**config.mk**
```make
export PLATFORM = sky130hd
export DESIGN_NAME = mem_dma
export DESIGN_NICKNAME = d
export VERILOG_FILES = /design/src/rtl/mem_dma_pkg.sv /design/src/rtl/mem_dma_range_check.sv /design/src/rtl/mem_dma.sv
export SDC_FILE = /design/constraint.sdc
export NUM_CORES = 1
export LEC_CHECK = 0
export CAP_MARGIN = 20
export CORE_ASPECT_RATIO = 1.1
export CORE_MARGIN = 2
export CORE_UTILIZATION = 55
export DETAILED_ROUTE_END_ITERATION = 12
export GPL_ROUTABILITY_DRIVEN = 0
export HOLD_SLACK_MARGIN = 0.08
export PLACE_DENSITY_LB_ADDON = 0.05
export SLEW_MARGIN = 20
export SYNTH_ARGS = -nofsm -noshare
export SYNTH_HDL_FRONTEND = slang
export SYNTH_SLANG_ARGS = --single-unit
```
**constraint.sdc**
```tcl
create_clock -name clk -period 6 [get_ports clk]
set_input_delay 1.2 -clock clk [delete_from_list [all_inputs] [get_ports clk]]
set_output_delay 1.2 -clock clk [all_outputs]
set_load 0.01 [all_outputs]
```
**src/rtl/mem_dma_pkg.sv**
```systemverilog
// Shared types and constants for the word-granular DMA engine.
package mem_dma_pkg;

  typedef enum logic [1:0] {
    IDLE  = 2'd0,
    READ  = 2'd1,
    WRITE = 2'd2,
    DONE  = 2'd3
  } state_e;

  localparam logic MODE_COPY = 1'b0;
  localparam logic MODE_FILL = 1'b1;

endpackage

```
**src/rtl/mem_dma_range_check.sv**
```systemverilog
// Combinational parameter check: flags out-of-range or forward-overlapping requests.
module mem_dma_range_check
  import mem_dma_pkg::*;
#(
  parameter int unsigned MEM_DEPTH  = 4096,
  parameter int unsigned ADDR_WIDTH = $clog2(MEM_DEPTH)
) (
  input  logic [ADDR_WIDTH-1:0] src,
  input  logic [ADDR_WIDTH-1:0] dst,
  input  logic [ADDR_WIDTH:0]   len,
  input  logic                  mode,
  output logic                  err_c
);

  localparam int unsigned EW = ADDR_WIDTH + 1;

  logic [EW-1:0] depth;
  logic [EW-1:0] src_end;
  logic [EW-1:0] dst_end;

  // End addresses are one bit wider than the address so nothing wraps.
  always_comb begin
    depth   = EW'(MEM_DEPTH);
    src_end = EW'(src) + len;
    dst_end = EW'(dst) + len;
    err_c   = 1'b0;
    if (dst_end > depth) begin
      err_c = 1'b1;
    end
    if (mode == MODE_COPY) begin
      if (src_end > depth) begin
        err_c = 1'b1;
      end
      // A forward copy would overwrite source words before reading them.
      if ((dst > src) && (EW'(dst) < src_end)) begin
        err_c = 1'b1;
      end
    end
  end

endmodule

```
**src/rtl/mem_dma.sv**
```systemverilog
// DMA initiator on the shared data-memory port: block copy or constant fill.
module mem_dma
  import mem_dma_pkg::*;
#(
  parameter int unsigned MEM_DEPTH  = 4096,
  parameter int unsigned DATA_WIDTH = 32,
  parameter int unsigned ADDR_WIDTH = $clog2(MEM_DEPTH)
) (
  input  logic                  clk,
  input  logic                  rst_n,
  input  logic                  start,
  input  logic                  mode,
  input  logic [ADDR_WIDTH-1:0] src_addr,
  input  logic [ADDR_WIDTH-1:0] dst_addr,
  input  logic [ADDR_WIDTH:0]   len,
  input  logic [DATA_WIDTH-1:0] fill_value,
  input  logic                  mem_gnt,
  input  logic [DATA_WIDTH-1:0] mem_rd,
  output logic [ADDR_WIDTH-1:0] mem_addr,
  output logic [DATA_WIDTH-1:0] mem_wd,
  output logic                  mem_we,
  output logic                  mem_req,
  output logic                  busy,
  output logic                  done,
  output logic                  err
);

  localparam int unsigned CW = ADDR_WIDTH + 1;

  state_e                state_q, state_d;
  logic [ADDR_WIDTH-1:0] src_q, src_d;
  logic [ADDR_WIDTH-1:0] dst_q, dst_d;
  logic [CW-1:0]         cnt_q, cnt_d;
  logic                  mode_q, mode_d;
  logic [DATA_WIDTH-1:0] fill_q, fill_d;
  logic [DATA_WIDTH-1:0] data_q, data_d;
  logic                  err_q, err_d;
  logic                  range_err_c;

  mem_dma_range_check #(
    .MEM_DEPTH  (MEM_DEPTH),
    .ADDR_WIDTH (ADDR_WIDTH)
  ) u_range_check (
    .src   (src_addr),
    .dst   (dst_addr),
    .len   (len),
    .mode  (mode),
    .err_c (range_err_c)
  );

  // State and datapath registers; reset also kills any in-flight write.
  always_ff @(posedge clk or negedge rst_n) begin
    if (!rst_n) begin
      state_q <= IDLE;
      src_q   <= '0;
      dst_q   <= '0;
      cnt_q   <= '0;
      mode_q  <= MODE_COPY;
      fill_q  <= '0;
      data_q  <= '0;
      err_q   <= 1'b0;
    end else begin
      state_q <= state_d;
      src_q   <= src_d;
      dst_q   <= dst_d;
      cnt_q   <= cnt_d;
      mode_q  <= mode_d;
      fill_q  <= fill_d;
      data_q  <= data_d;
      err_q   <= err_d;
    end
  end

  // Next-state and port drive; write enable follows the grant within WRITE only.
  always_comb begin
    state_d  = state_q;
    src_d    = src_q;
    dst_d    = dst_q;
    cnt_d    = cnt_q;
    mode_d   = mode_q;
    fill_d   = fill_q;
    data_d   = data_q;
    err_d    = err_q;
    mem_addr = '0;
    mem_wd   = '0;
    mem_we   = 1'b0;
    mem_req  = 1'b0;
    busy     = (state_q != IDLE);
    done     = (state_q == DONE);
    err      = (state_q == DONE) && err_q;

    unique case (state_q)
      IDLE: begin
        if (start) begin
          src_d  = src_addr;
          dst_d  = dst_addr;
          cnt_d  = len;
          mode_d = mode;
          fill_d = fill_value;
          err_d  = range_err_c;
          if (range_err_c || (len == '0)) begin
            state_d = DONE;
          end else if (mode == MODE_FILL) begin
            state_d = WRITE;
          end else begin
            state_d = READ;
          end
        end
      end

      READ: begin
        mem_req  = 1'b1;
        mem_addr = src_q;
        if (mem_gnt) begin
          data_d  = mem_rd;
          state_d = WRITE;
        end
      end

      WRITE: begin
        mem_req  = 1'b1;
        mem_addr = dst_q;
        mem_wd   = (mode_q == MODE_FILL) ? fill_q : data_q;
        mem_we   = mem_gnt;
        if (mem_gnt) begin
          src_d = src_q + ADDR_WIDTH'(1);
          dst_d = dst_q + ADDR_WIDTH'(1);
          cnt_d = cnt_q - CW'(1);
          if (cnt_q == CW'(1)) begin
            state_d = DONE;
          end else if (mode_q == MODE_COPY) begin
            state_d = READ;
          end
        end
      end

      DONE: begin
        state_d = IDLE;
      end

      default: begin
        state_d = IDLE;
      end
    endcase
  end

endmodule

```
## Yosys cells after proc, flatten, opt, wreduce, memory -nomap -nowiden

Index checks and enable logic that the tools add are counted.

| cells by class | value |
|---|---|
| reductions and logical operators | 12 |
| muxes and demuxes | 26 |
| div/mod/pow operators | 0 |
| add/sub/neg operators | 5 |
| equality and inequality tests | 8 |
| shifts and indexed selects | 0 |
| order comparisons | 4 |
| multiply operators | 0 |
| bitwise gates (word level) | 0 |

Operators with widths:

| operator | count |
|---|---|
| 12-bit case mux with 2 select lines | 3 |
| 32-bit two-way mux | 2 |
| 12-bit two-way mux | 4 |
| 12-bit by 13-bit adder with 13-bit output | 2 |
| 13-bit > comparator (second input constant) | 2 |
| 13-bit two-way mux | 2 |
| 13-bit case mux with 2 select lines | 1 |
| 12-bit by 1-bit adder with 12-bit output (second input constant) | 2 |
| 2-bit two-way mux | 7 |
| 13-bit by 1-bit equality test with 1-bit output (second input constant) | 1 |
| 13-bit zero test | 1 |
| 12-bit by 13-bit < comparator with 1-bit output | 1 |
| 13-bit by 1-bit subtractor with 13-bit output (second input constant) | 1 |
| 12-bit > comparator | 1 |
| 2-bit case mux with 4 select lines | 1 |
| 1-bit two-way mux | 6 |
| 2-bit != test (second input constant) | 3 |
| 2-bit equality test (second input constant) | 2 |
| 2-bit AND reduction | 2 |
| 4-bit AND reduction | 1 |
| 2-bit nonzero test | 2 |
| 3-bit != test (second input constant) | 1 |
| 3-bit AND reduction | 1 |
| 2-bit by 1-bit equality test with 1-bit output (second input constant) | 1 |
| 4 further kinds | 5 |

| word-level totals | value |
|---|---|
| output and inout port bits | 49 |
| RAM bits | 0 |
| input port bits | 106 |
| memories | 0 |
| latch bits | 0 |
| memory bits (read-only) | 0 |
| register bits | 105 |

## Logic depth before layout (Yosys ltp)

| logic depth | value |
|---|---|
| word-level depth | 10 |
| depth in mapped cells | 17 |
| gate-level depth less buffers | 17 |

## By module

A second synthesis with hierarchy kept.

| second synthesis, totals | value |
|---|---|
| cell total of the unflattened synthesis | 765 |
| area total of the unflattened synthesis | 7365.8 um2 |

Modules (own cells, without submodules):

| module | cells each | instances | area an instance (um2) |
|---|---|---|---|
| mem_dma | 542 | 1 | 5686.7 |
| mem_dma_range_check | 223 | 1 | 1679.1 |

## Least setup slack after synthesis

OpenSTA, ideal clock, no wires.

| timing | value |
|---|---|
| path type | input to register |
| start | input port dst_addr[0] |
| end | register state_q[0] |
| required time | 5.859 ns |
| path slack | 1.916 ns |
| data arrival time | 3.943 ns |
| stages | 10 |
| cell sequence | ha_1 fa_1 xor2_1 a2111o_1 or4_1 a2111o_1 or4_1 o31a_1 nor2_2 a221oi_1 |

| between the ends | value |
|---|---|
| word-level cells in the longest chain between the ends | 10 |

Ends and longest elaborated chain:

| what | line | source |
|---|---|---|
| start: declaration | mem_dma.sv:14 | `input logic [ADDR_WIDTH-1:0] dst_addr,` |
| 12-bit by 13-bit adder with 13-bit output | mem_dma_range_check.sv:25 | `dst_end = EW'(dst) + len;` |
| 13-bit > comparator | mem_dma_range_check.sv:27 | `if (dst_end > depth) begin` |
| 1-bit two-way mux | mem_dma_range_check.sv:27 |  |
| 1-bit two-way mux | mem_dma_range_check.sv:31 | `if (src_end > depth) begin` |
| 1-bit two-way mux | mem_dma_range_check.sv:35 | `if ((dst > src) && (EW'(dst) < src_end)) begin` |
| 1-bit two-way mux * | mem_dma_range_check.sv:30 | `if (mode == MODE_COPY) begin` |
| 1-bit logical OR * | mem_dma.sv:101 | `if (range_err_c \|\| (len == '0)) begin` |
| 2-bit two-way mux * | mem_dma.sv:101 |  |
| 2-bit two-way mux * | mem_dma.sv:94 | `if (start) begin` |
| 2-bit case mux with 4 select lines * | mem_dma.sv:92 | `unique case (state_q)` |
| end signal: assignment | mem_dma.sv:63 | `state_q <= state_d;` |
| end: declaration | mem_dma.sv:30 | `state_e state_q, state_d;` |

Mark *: on every way between the ends. The rest lies on a longest branch, timed or not. The select of a mux whose other input is x is not followed.
A chain may end at the register's enable or synchronous reset.

## Worst setup path in the final report

| timing | value |
|---|---|
| start | input port len[1] |
| end | register state_q[1] |

| between the ends | value |
|---|---|
| word-level cells in the longest chain between the ends | 10 |

Ends and longest elaborated chain:

| what | line | source |
|---|---|---|
| start: declaration | mem_dma.sv:15 | `input logic [ADDR_WIDTH:0] len,` |
| 12-bit by 13-bit adder with 13-bit output | mem_dma_range_check.sv:25 |  |
| 13-bit > comparator | mem_dma_range_check.sv:27 |  |
| 1-bit two-way mux | mem_dma_range_check.sv:27 |  |
| 1-bit two-way mux | mem_dma_range_check.sv:31 |  |
| 1-bit two-way mux | mem_dma_range_check.sv:35 |  |
| 1-bit two-way mux | mem_dma_range_check.sv:30 |  |
| 1-bit logical OR * | mem_dma.sv:101 |  |
| 2-bit two-way mux * | mem_dma.sv:101 |  |
| 2-bit two-way mux * | mem_dma.sv:94 |  |
| 2-bit case mux with 4 select lines * | mem_dma.sv:92 |  |

Marks and branches as above.

==> flow_summary.ini <==
[timing]
min_period_ps = 4797
finalMaxSlewViolations = 0
setup_viol_count_final = 0
period_share_pct = 79.95
tightest_slew_ps = 1114
setup_tns_ps = 0
timing.slew.headroom_pct = 25.55
hold_violations = 0
grt_setup_unrepaired = false
clock.fmax_mhz = 208.5
finClkSkew_ps = 8.633
final.setup.worst_slack_ps = 1203
hold_slack_ps = 490.6

[power]
p_total_mw = 4.119
worst_ir_drop_vdd_v = 0.0002467
p_leak_nw = 3.833
pwr_density_cell_nw_per_um2 = 453.2

[place]
pre_cts_ws_ps = 898.2
io_buffers = 154
place_inst = 1038
place_area_um2 = 8790
dpl.hpwl_mm = 14.31

[global_route]
antenna_found_initial = 0
grt.overflow.total = 0
grt_pass1_wl_mm = 31.42
grt_max_degree = 64
grt_usage_pct = 28.23
first_global_vias = 6633

[drt]
drt-initial-drc-count = 350
drc = 0
first_pass_iters = 5
drtAntennaViolNets = 0
wl_per_cell_um = 18.54
drt-vias-per-instance = 6.097
via_count = 6426
finalWirelength_mm = 19.54

[critical_path]
rr_worst_depth = 9
required_ps = 6270
arrival_ps = 5070
start_kind = input pin
critPathKind = in2reg
path_cells = clkdlybuf4s50_1, ha_1, a211o_1, a2111oi_0, o31ai_1, a2111oi_0, a21oi_1, xor2_1, inv_1, ha_1, o221ai_1, o21bai_1, nand4b_1, a31oi_1, o31ai_1, a31oi_1
crit_path_max_incr_delay_ps = 620
crit_path_end_kind = flop
critical-path-slowest-cell = clkdlybuf4s50_1
crit_path_max_fanout = 6

[clock_network]
path_clk_slew_ps = 70
cts_max_level = 3
clock_sinks = 105
postCtsSetupBuffers = 0
postCtsResizedCells = 0
root_buffer = clkbuf_16
clk_latency_ps = 360
postCtsHoldBufs = 0
clk_path_buf_depth = 2
cts-buffers-inserted = 9
cts_tree = yes

[synth]
synth-edff-count = 0
synth-seq-area-share_pct = 36.82
synthArstFlopShare_pct = 100.0
ys_types = 56
ys_top_cells_by_area = dfrtp_1, mux2_2, ha_1, mux2i_1, a21oi_1
yosys_register_bits = 105
syn_avg_cell_area_um2 = 9.451
yosys-top-cells-count = dfrtp_1, mux2_2, nor2_1
synth_area_um2 = 7136
yosys_warnings = 0
syn-num-nets = 919
synth_most_common_cell = dfrtp_1
synth_top_area_share_pct = 36.82
synth_ff_type = dfrtp_1
yosysTopAreaCell = dfrtp_1
synth_cells = 755

[layout]
antennaDiodeCount = 0
fin_util_pct = 71.90
instances_no_fill = 1054
design_area_um2 = 9090
area.growth.synth_to_final_pct = 27.39
drive_above_1_share_pct = 10.70
nets = 1056

[floorplanning]
fp-row-count = 43
die_w_um = 112.6
io_pins = 155
dieArea_um2 = 13900
die_h_um = 123.5
initial_core_util_pct = 56.44
coreArea_um2 = 12640

[flow_run]
drv_cap = 0

[worst_hold_path]
min_path_type = reg2reg
min_path_cells = 1

[outcome]
status = finished, final reports clean
## area by class of cell
| class | count | area [um2] |
|---|---|---|
| Clock inverter | 6 | 61.31 |
| Inverter | 34 | 127.6 |
| Multi-Input combinational cell | 582 | 4253 |
| Fill cell | 980 | 3553 |
| Timing Repair Buffer | 160 | 1584 |
| Clock buffer | 10 | 239.0 |
| Tap cell | 157 | 196.4 |
| Sequential cell | 105 | 2629 |
## placed cells by master, fill, tap and decap left out, types with 11 or more instances in the layout
master,count
a31oi_1,13
o22ai_1,26
ha_1,55
mux2_2,64
inv_1,34
mux2i_1,43
and3_1,12
nor2_1,64
dfrtp_1,104
nand2_1,30
nand3_1,34
clkdlybuf4s50_1,153
o21ai_0,48
nor2b_1,15
a22oi_1,11
a21oi_1,60
## logic make-up after synthesis
logic type | Yosys count | synth area share (%)
flip-flops | 105 | 36.82
XOR/XNOR | 14 | 1.718
AND/OR/NAND/NOR | 193 | 13.22
adder cells (fa/ha/maj) | 58 | 10.38
multiplexers | 107 | 16.13
buffers and inverters | 68 | 3.630
AO/OA/AOI/OAI | 210 | 18.10
## flip-flops by register name, indices dropped and copies added (netlist names)
register  cells
err_q         1
fill_q       32
cnt_q        13
dst_q        12
mode_q        1
state_q       2
data_q       32
src_q        12
## path summary, 6_finish.rpt
check	start	to	slack, ps
worst max-delay path	len[1]	state_q[1]	1200
worst min register to register	dst_q[11]	dst_q[11]	490
min in group asynchronous	rst_n	cnt_q[2]	820
worst max register to register	state_q[0]	src_q[6]	2470
max in group asynchronous	rst_n	mode_q	3880
worst min-delay path	dst_q[11]	dst_q[11]	490
## power by group
part | internal (mW) | switching [mW]
Combinational | 1.07 | 1.03
Sequential | 1.08 | 0.342
Clock | 0.303 | 0.293
## critical path: cells and delay by family
| kind | cells | cell delay, ps |
|---|---|---|
| fa+ha+maj | 2 | 550 |
| simple gates | 1 | 120 |
| buf+inv | 2 | 680 |
| xor+xnor | 1 | 190 |
| compound gates | 10 | 2330 |
## per-layer routing
metal / global-route usage [%] / vias up / part of all wire [%]
li1: - / 3063 / -
met1: 33.56 / 3087 / 41
met2: 48.32 / 220 / 49
met3: 6.127 / 56 / 6.7
met4: 14.63 / 0 / 3.8
met5: 0 / - / 0
Power figures use the tool's default switching activity.
